## src/rtl/cru_pkg.sv

```systemverilog
// rtl/cru_pkg.sv - shared CRU constants, width helper, parameter check and address decode
package cru_pkg;

  localparam logic [3:0] CRU_SPACE_HI = 4'h1;

  function automatic int cru_idx_w(input int n);
    return (n <= 2) ? 1 : $clog2(n);
  endfunction

  function automatic bit cru_params_ok(input int num_bits, input int pulse_len);
    return (num_bits >= 1) && (num_bits <= 32) && (pulse_len >= 1);
  endfunction

  // Word address reads as hex digits 0x<hi><base><index>; index bit 7 set is out of range.
  function automatic logic cru_hit(input logic [0:14] addr, input logic [3:0] base,
                                   input logic [3:0] base_hi, input int num_bits);
    return ({1'b0, addr[0:2]} == base_hi) && (addr[3:6] == base) && !addr[7] &&
           ({25'd0, addr[8:14]} < 32'(num_bits));
  endfunction

endpackage

```

## src/rtl/cru_strobe_sync.sv

```systemverilog
// rtl/cru_strobe_sync.sv - CRU strobe synchroniser, falling-edge detect, matched addr/data delay
module cru_strobe_sync
  import cru_pkg::*;
#(
  parameter int         NUM_BITS = 8,
  parameter logic [3:0] BASE_HI  = CRU_SPACE_HI
) (
  input  logic        i_clk,
  input  logic        i_reset_n,
  input  logic        i_cru_clk,
  input  logic [0:14] i_addr,
  input  logic        i_cru_in,
  input  logic [0:3]  i_cru_base,
  output logic        o_wr_stb,
  output logic [6:0]  o_wr_idx,
  output logic        o_wr_hit,
  output logic        o_wr_data
);

  logic        r_s1, r_s2, r_s3;
  logic [0:14] r_a1, r_a2;
  logic        r_d1, r_d2;

  // addr/data ride the same two stages as the strobe so the write sees the values at the fall
  always_ff @(posedge i_clk or negedge i_reset_n) begin
    if (!i_reset_n) begin
      r_s1 <= 1'b0;
      r_s2 <= 1'b0;
      r_s3 <= 1'b0;
      r_a1 <= '0;
      r_a2 <= '0;
      r_d1 <= 1'b0;
      r_d2 <= 1'b0;
    end else begin
      r_s1 <= i_cru_clk;
      r_s2 <= r_s1;
      r_s3 <= r_s2;
      r_a1 <= i_addr;
      r_a2 <= r_a1;
      r_d1 <= i_cru_in;
      r_d2 <= r_d1;
    end
  end

  assign o_wr_stb  = r_s3 & ~r_s2;
  assign o_wr_idx  = r_a2[8:14];
  assign o_wr_hit  = cru_hit(r_a2, i_cru_base, BASE_HI, NUM_BITS);
  assign o_wr_data = r_d2;

endmodule

```

## src/rtl/cru_bit_bank.sv

```systemverilog
// rtl/cru_bit_bank.sv - parametrised CRU output-bit bank with pulse bits, readback and change events
module cru_bit_bank
  import cru_pkg::*;
#(
  parameter int                  NUM_BITS   = 8,
  parameter logic [3:0]          BASE_HI    = CRU_SPACE_HI,
  parameter logic [0:NUM_BITS-1] PULSE_MASK = '0,
  parameter int                  PULSE_LEN  = 16
) (
  input  logic                i_clk,
  input  logic                i_reset_n,
  input  logic [0:3]          i_cru_base,
  input  logic                i_cru_clk,
  input  logic [0:14]         i_addr,
  input  logic                i_cru_in,
  output logic                o_cru_sel,
  output logic                o_cru_out,
  output logic [0:NUM_BITS-1] o_bits,
  output logic [0:NUM_BITS-1] o_changed
);

  localparam int CNT_W = cru_idx_w(PULSE_LEN + 1);

  if (!cru_params_ok(NUM_BITS, PULSE_LEN)) begin : g_bad_params
    $error("cru_bit_bank: NUM_BITS must be 1..32 and PULSE_LEN >= 1");
  end

  logic                w_wr_stb, w_wr_hit, w_wr_data;
  logic [6:0]          w_wr_idx;
  logic [0:NUM_BITS-1] r_bits, r_changed, w_next;
  logic                r_cru_sel, r_cru_out;
  logic                w_rd_hit, w_rd_bit;

  cru_strobe_sync #(.NUM_BITS(NUM_BITS), .BASE_HI(BASE_HI)) u_sync (
    .i_clk      (i_clk),
    .i_reset_n  (i_reset_n),
    .i_cru_clk  (i_cru_clk),
    .i_addr     (i_addr),
    .i_cru_in   (i_cru_in),
    .i_cru_base (i_cru_base),
    .o_wr_stb   (w_wr_stb),
    .o_wr_idx   (w_wr_idx),
    .o_wr_hit   (w_wr_hit),
    .o_wr_data  (w_wr_data)
  );

  for (genvar gi = 0; gi < NUM_BITS; gi++) begin : g_bit
    logic w_wr;
    assign w_wr = w_wr_stb & w_wr_hit & (w_wr_idx == 7'(gi));

    if (PULSE_MASK[gi]) begin : g_pulse
      logic [CNT_W-1:0] r_cnt;
      always_ff @(posedge i_clk or negedge i_reset_n) begin
        if (!i_reset_n)          r_cnt <= '0;
        else if (w_wr)           r_cnt <= w_wr_data ? CNT_W'(PULSE_LEN) : '0;
        else if (r_cnt != '0)    r_cnt <= r_cnt - CNT_W'(1);
      end
      // A write on the expiry edge takes priority over the self-clear
      assign w_next[gi] = w_wr ? w_wr_data : ((r_cnt == CNT_W'(1)) ? 1'b0 : r_bits[gi]);
    end else begin : g_latch
      assign w_next[gi] = w_wr ? w_wr_data : r_bits[gi];
    end
  end

  assign w_rd_hit = cru_hit(i_addr, i_cru_base, BASE_HI, NUM_BITS);

  always_comb begin
    w_rd_bit = 1'b0;
    for (int i = 0; i < NUM_BITS; i++) begin
      if (i_addr[8:14] == 7'(i)) w_rd_bit = r_bits[i];
    end
  end

  always_ff @(posedge i_clk or negedge i_reset_n) begin
    if (!i_reset_n) begin
      r_bits    <= '0;
      r_changed <= '0;
      r_cru_sel <= 1'b0;
      r_cru_out <= 1'b0;
    end else begin
      r_bits    <= w_next;
      r_changed <= w_next ^ r_bits;
      r_cru_sel <= w_rd_hit;
      r_cru_out <= w_rd_hit & w_rd_bit;
    end
  end

  assign o_bits    = r_bits;
  assign o_changed = r_changed;
  assign o_cru_sel = r_cru_sel;
  assign o_cru_out = r_cru_out;

endmodule

```

## config.mk

```make
export PLATFORM = sky130hd
export DESIGN_NAME = cru_bit_bank
export DESIGN_NICKNAME = d
export VERILOG_FILES = /design/src/rtl/cru_pkg.sv /design/src/rtl/cru_strobe_sync.sv /design/src/rtl/cru_bit_bank.sv
export SDC_FILE = /design/constraint.sdc
export NUM_CORES = 1
export LEC_CHECK = 0
export CORE_ASPECT_RATIO = 1.75
export CORE_UTILIZATION = 35
export CTS_CLUSTER_SIZE = 25
export DETAILED_ROUTE_END_ITERATION = 16
export GPL_TIMING_DRIVEN = 0
export PLACE_DENSITY = 0.6
export SLEW_MARGIN = 30
export SYNTH_ARGS = -nofsm -noshare
export SYNTH_HDL_FRONTEND = slang
export SYNTH_SLANG_ARGS = --single-unit
```

## constraint.sdc

```tcl
create_clock -name i_clk -period 1.89 [get_ports i_clk]
set_input_delay 0.378 -clock i_clk [delete_from_list [all_inputs] [get_ports i_clk]]
set_output_delay 0.378 -clock i_clk [all_outputs]
set_load 0.02 [all_outputs]
```

Word-level counts from Yosys, hierarchy flattened:

Index checks and enable logic that the tools add are counted.

* register bits after elaboration: 53
* input port bits: 23
* output and inout port bits: 18
* logic and storage cells: 70

* magnitude comparators: 2
* equal/unequal tests: 18
* muxes and demuxes: 16
* bitwise logic cells: 13
* reduce and logical (&&, ||, !) cells: 10

Operators by type and width (count)
* $eq 7x3->1 const B: 8
* $eq 7x2->1 const B: 4
* $mux 1: 16
* $eq 7x1->1 const B: 2
* $logic_not 7->1: 2
* $lt 7x4->1 const B: 2
* $and 1x1->1: 11
* $eq 4x4->1: 2
* $xor 8x8->8: 1
* $eq 3x1->1 const B: 2
* $logic_and 1x1->1: 6
* $logic_not 1->1: 2
* $not 1->1: 1

Logic depth before layout (Yosys ltp):

* depth in word-level cells: 10
* mapped depth: 5
* mapped depth without buffers: 4

Modules after synthesis:

From an unflattened synthesis, not the netlist that was laid out.

* cells, all modules: 125
* area, all modules: 1928.1 µm²

By module, submodules not included
* cru_strobe_sync: instances 1, cells each 51, area each 997.2 µm², sequential area each 875.8 µm²
* cru_bit_bank: instances 1, cells each 74, area each 930.9 µm², sequential area each 450.4 µm²

Worst setup path after synthesis:

No wires, ideal clock.

* path type: reg2reg
* start: reg u_sync.r_a2[9] (netlist name)
* end: reg r_bits (netlist bit o_bits[0])
* setup time: 128 ps
* arrival: 1625 ps
* required time: 1762 ps
* setup slack: 138 ps
* cell stages (with the launch flop): 6
* buffers on the path: 1
* period minus slack after synthesis: 1752 ps
* cell sequence: dfrtp_1 -> or4_4 -> nor3_4 -> buf_6 -> nand4b_1 -> mux2_1

* longest elaborated chain between the ends: 5
* elaborated cells between the ends (all ways): 6

RTL lines
* start: declaration: RTL line cru_strobe_sync.sv:21 `logic [0:14] r_a1, r_a2;`
* start signal: assignment: RTL line cru_strobe_sync.sv:39 `r_a2 <= r_a1;`
* $lt 7x4->1: RTL line cru_pkg.sv:18 `({25'd0, addr[8:14]} < 32'(num_bits));`
* $logic_and 1x1->1: RTL line cru_pkg.sv:17 `return ({1'b0, addr[0:2]} == base_hi) && (addr[3:6] == base) && !addr[7] &&`
* $and 1x1->1: RTL line cru_bit_bank.sv:49 `assign w_wr = w_wr_stb & w_wr_hit & (w_wr_idx == 7'(gi));`
* $and 1x1->1 (*): RTL line cru_bit_bank.sv:49
* $mux 1 (*): RTL line cru_bit_bank.sv:61 `assign w_next[gi] = w_wr ? w_wr_data : r_bits[gi];`
* named net w_next (one bit): RTL line cru_bit_bank.sv:30 `logic [0:NUM_BITS-1] r_bits, r_changed, w_next;`
* end signal: assignment: RTL line cru_bit_bank.sv:81 `r_bits <= w_next;`
* end: declaration: RTL line cru_bit_bank.sv:30

The timed path passes the listed nets; every way through them passes the cells marked *.

Worst setup path in the final report:

Same ends and word-level chain as after synthesis.

==> flow_summary.ini <==
[floorplanning]
initial_core_util_pct = 36.25
ios = 41
die-height_um = 99.20
core_um2 = 5211
die_w_um = 57.54
die_area_um2 = 5708
num_rows = 35

[placed_design]
hpwl_um = 2462
gp_congestion = 0.7905
portBuffers = 40
place_ws_ns = -0.1341

[drt]
vias_per_cell = 4.987
wl_per_cell_um = 14.38
via_count = 1142
drt_first_pass_iters = 10
ant_nets = 0
finalWirelength_um = 3292
drtIter0Drc = 23
drc = 4

[cells_and_area]
register_area_um2 = 1326
area_growth_pct = 30.66
diodes = 0
final_nets = 196
n_fill_cell = 470
drive_gt1_share_pct = 12.07
multi_input_area_um2 = 518.0

[global_route]
grt_usage_pct = 13.47
grt_max_degree = 54
grt_pass1_vias = 1237
overflow = 0
grt_pass1_wl_um = 5768
antenna_found_initial = 0

[flow_run]
maxCapViolations = 0

[worst_setup_path]
critPathArrivalTime_ns = 1.97
worstPathRequired_ns = 2.08
ff2ff_setup_slack_ns = 0.11
reg2regPathDepth = 5
critPathMaxFanout = 10
critical_path_class = flop to flop
rr_startpoint = u_sync.r_a2[9]
end_kind = flop
r2r-end = o_bits[0]
cp-start-kind = flop

[cts]
clk_pin_slew_worst_paths_ns = 0.10
post_cts_resized = 0
cts_tree = done
clk_path_buf_depth = 2
root_buffer = clkbuf_8
clock_latency_ns = 0.30
ctsHtreeMaxLevel = 2
cts_buffers = 5
clock_sinks = 53

[pwr]
power-per-cell-area_nw_per_um2 = 841.2
leakagePower_nw = 1.074
p_total_mw = 2.077
ir_worst_vdd_uv = 426.5

[hold_path]
hp-class = input pin to asynchronous set/reset pin

[timing]
setup_viol = 0
hold_viol = 0
clock_skew_ns = 0.009639
min_period_ns = 1.779
slew_headroom_pct = 57.85
whs_ns = 0.09360
fmaxAchievable_mhz = 562.1
finalSetupTns_ns = 0
slew_violations = 0
final.period_utilization_pct = 94.13
rsz0062_at_grt = false
setup_ws_ns = 0.1110
worst_pin_slew_ns = 0.6322

[synthesis]
ys_seq_area_share_pct = 70.20
yosys_warnings = 0
synth-seq-cells = 53
syn_inst = 126
synth_fp_nets = 149
synth_area_per_cell_um2 = 14.99
syn_area_um2 = 1889
synth_cell_types = 28

[outcome]
status = finished with violations
violations = DRC
-- kinds of logic (layout without fill, tap and decap cells) --
group | count (synthesis) | in the layout | synth area share [%]
flops | 53 | 53 | 70.20
simple gates | 38 | 38 | 12.32
mux | 11 | 11 | 7.682
xor+xnor | 16 | 16 | 7.418
buf+inv | 8 | 56 | 2.384
-- critical path, stage by stage (launching register included) --
cell and delay (ns):
dfrtp_1 0.37, or4_4 0.54, nor3_4 0.15, buf_6 0.16, nand4b_1 0.12, mux2_1 0.32
-- placed cells by master, fill, tap and decap left out, types with 3 or more instances in the layout --
cell,netlist,routed
dfrtp_1,53,53
clkdlybuf4s50_1,0,39
xnor2_1,9,9
xor2_1,7,7
nor2_1,6,6
nor4_1,5,5
clkbuf_8,0,5
nand4_1,4,4
mux2_1,4,4
nor3_1,4,4
nand3_1,4,4
mux2_2,4,4
buf_4,2,3
inv_1,3,3
nand2_1,3,3
-- how the worst max path moves through the flow --
| stage | slack [ns] | startpoint | cells past startpoint | to |
|---|---|---|---|---|
| floorplan | 0.14 | u_sync.r_a2[9] | 5 | o_bits[0] |
| global placement | -0.95 | i_reset_n | 1 | u_sync.r_a1[0] |
| detailed placement | -0.13 | i_cru_base[0] | 6 | o_bits[0] |
| CTS | 0.03 | u_sync.r_a2[9] | 5 | o_bits[0] |
| global route | 0.008 | u_sync.r_a2[9] | 5 | o_bits[0] |
| finish | 0.11 | u_sync.r_a2[9] | 5 | o_bits[0] |
-- registers in the layout (all words and copies together), names as in the netlist --
name / flops
o_bits: 8
o_changed: 8
o_cru_out: 1
o_cru_sel: 1
u_sync.o_wr_data: 1
u_sync.r_a1: 15
u_sync.r_a2: 15
u_sync.r_d1: 1
u_sync.r_s1: 1
u_sync.r_s2: 1
u_sync.r_s3: 1
-- through the flow --
step	instances	cell area, um^2	utilization (%)
final	229	2469	47.37
after global routing	229	2469	47.37
after CTS	229	2469	47.37
after detailed placement	221	2356	45.21
after global placement	221	2359	45.26
after floorplan	126	1889	-
-- per-layer routing --
metal  up-vias  GRT usage [%]  part of all wire [%]
met1       566          13.21                    34
met2        45          25.22                    58
met5         -              0                     0
li1        522              -                     -
met4         0          6.567                   2.0
met3         9          3.381                   5.5
-- area by class of cell --
type                    count  area share, %
flip-flops and latches     53          53.73
multi-input cells          65          20.98
repair buffers             40          16.12
clock buffers               5          2.788
well taps                  55          2.788
clock inverters             3          1.774
plain buffers               5          1.368
inverters                   3         0.4562
-- power breakdown --
group | total, mW | internal [mW] | switching (mW)
clock network | 0.761 | 0.397 | 0.364
logic | 0.131 | 0.0662 | 0.0644
registers | 1.19 | 1.17 | 0.0147
total | 2.08 | 1.63 | 0.443
-- timing repair --
action / 4_1_cts / 5_1_grt
buffers inserted: 0 / 0
endpoints found under the hold margin: 0 / 0
setup endpoints to repair: 0 / 6
hold buffers: 0 / 0
-- cell usage after synthesis --
cell type	instances	area, um^2
nor2_1	6	22.52
nand4_1	4	25.02
nand3b_1	1	7.510
nor4b_1	1	8.760
nand2_1	3	11.26
nor4bb_1	1	10.01
and3_1	1	6.260
nor2b_1	1	6.260
nand3_1	4	20.02
mux2_2	4	45.04
or4_4	1	11.26
or2_2	1	6.260
xnor2_1	9	78.83
buf_6	1	11.26
nand2b_1	2	12.51
clkbuf_1	2	7.510
mux4_2	2	45.04
mux2_1	4	45.04
nor3_4	1	16.27
xor2_1	7	61.31
nor3_1	4	20.02
and4_1	1	8.760
nand4b_1	1	8.760
buf_4	2	15.01
mux2i_1	1	10.01
nor4_1	5	31.28
dfrtp_1	53	1326
inv_1	3	11.26
Note: power is estimated with default switching activity, not from simulation.
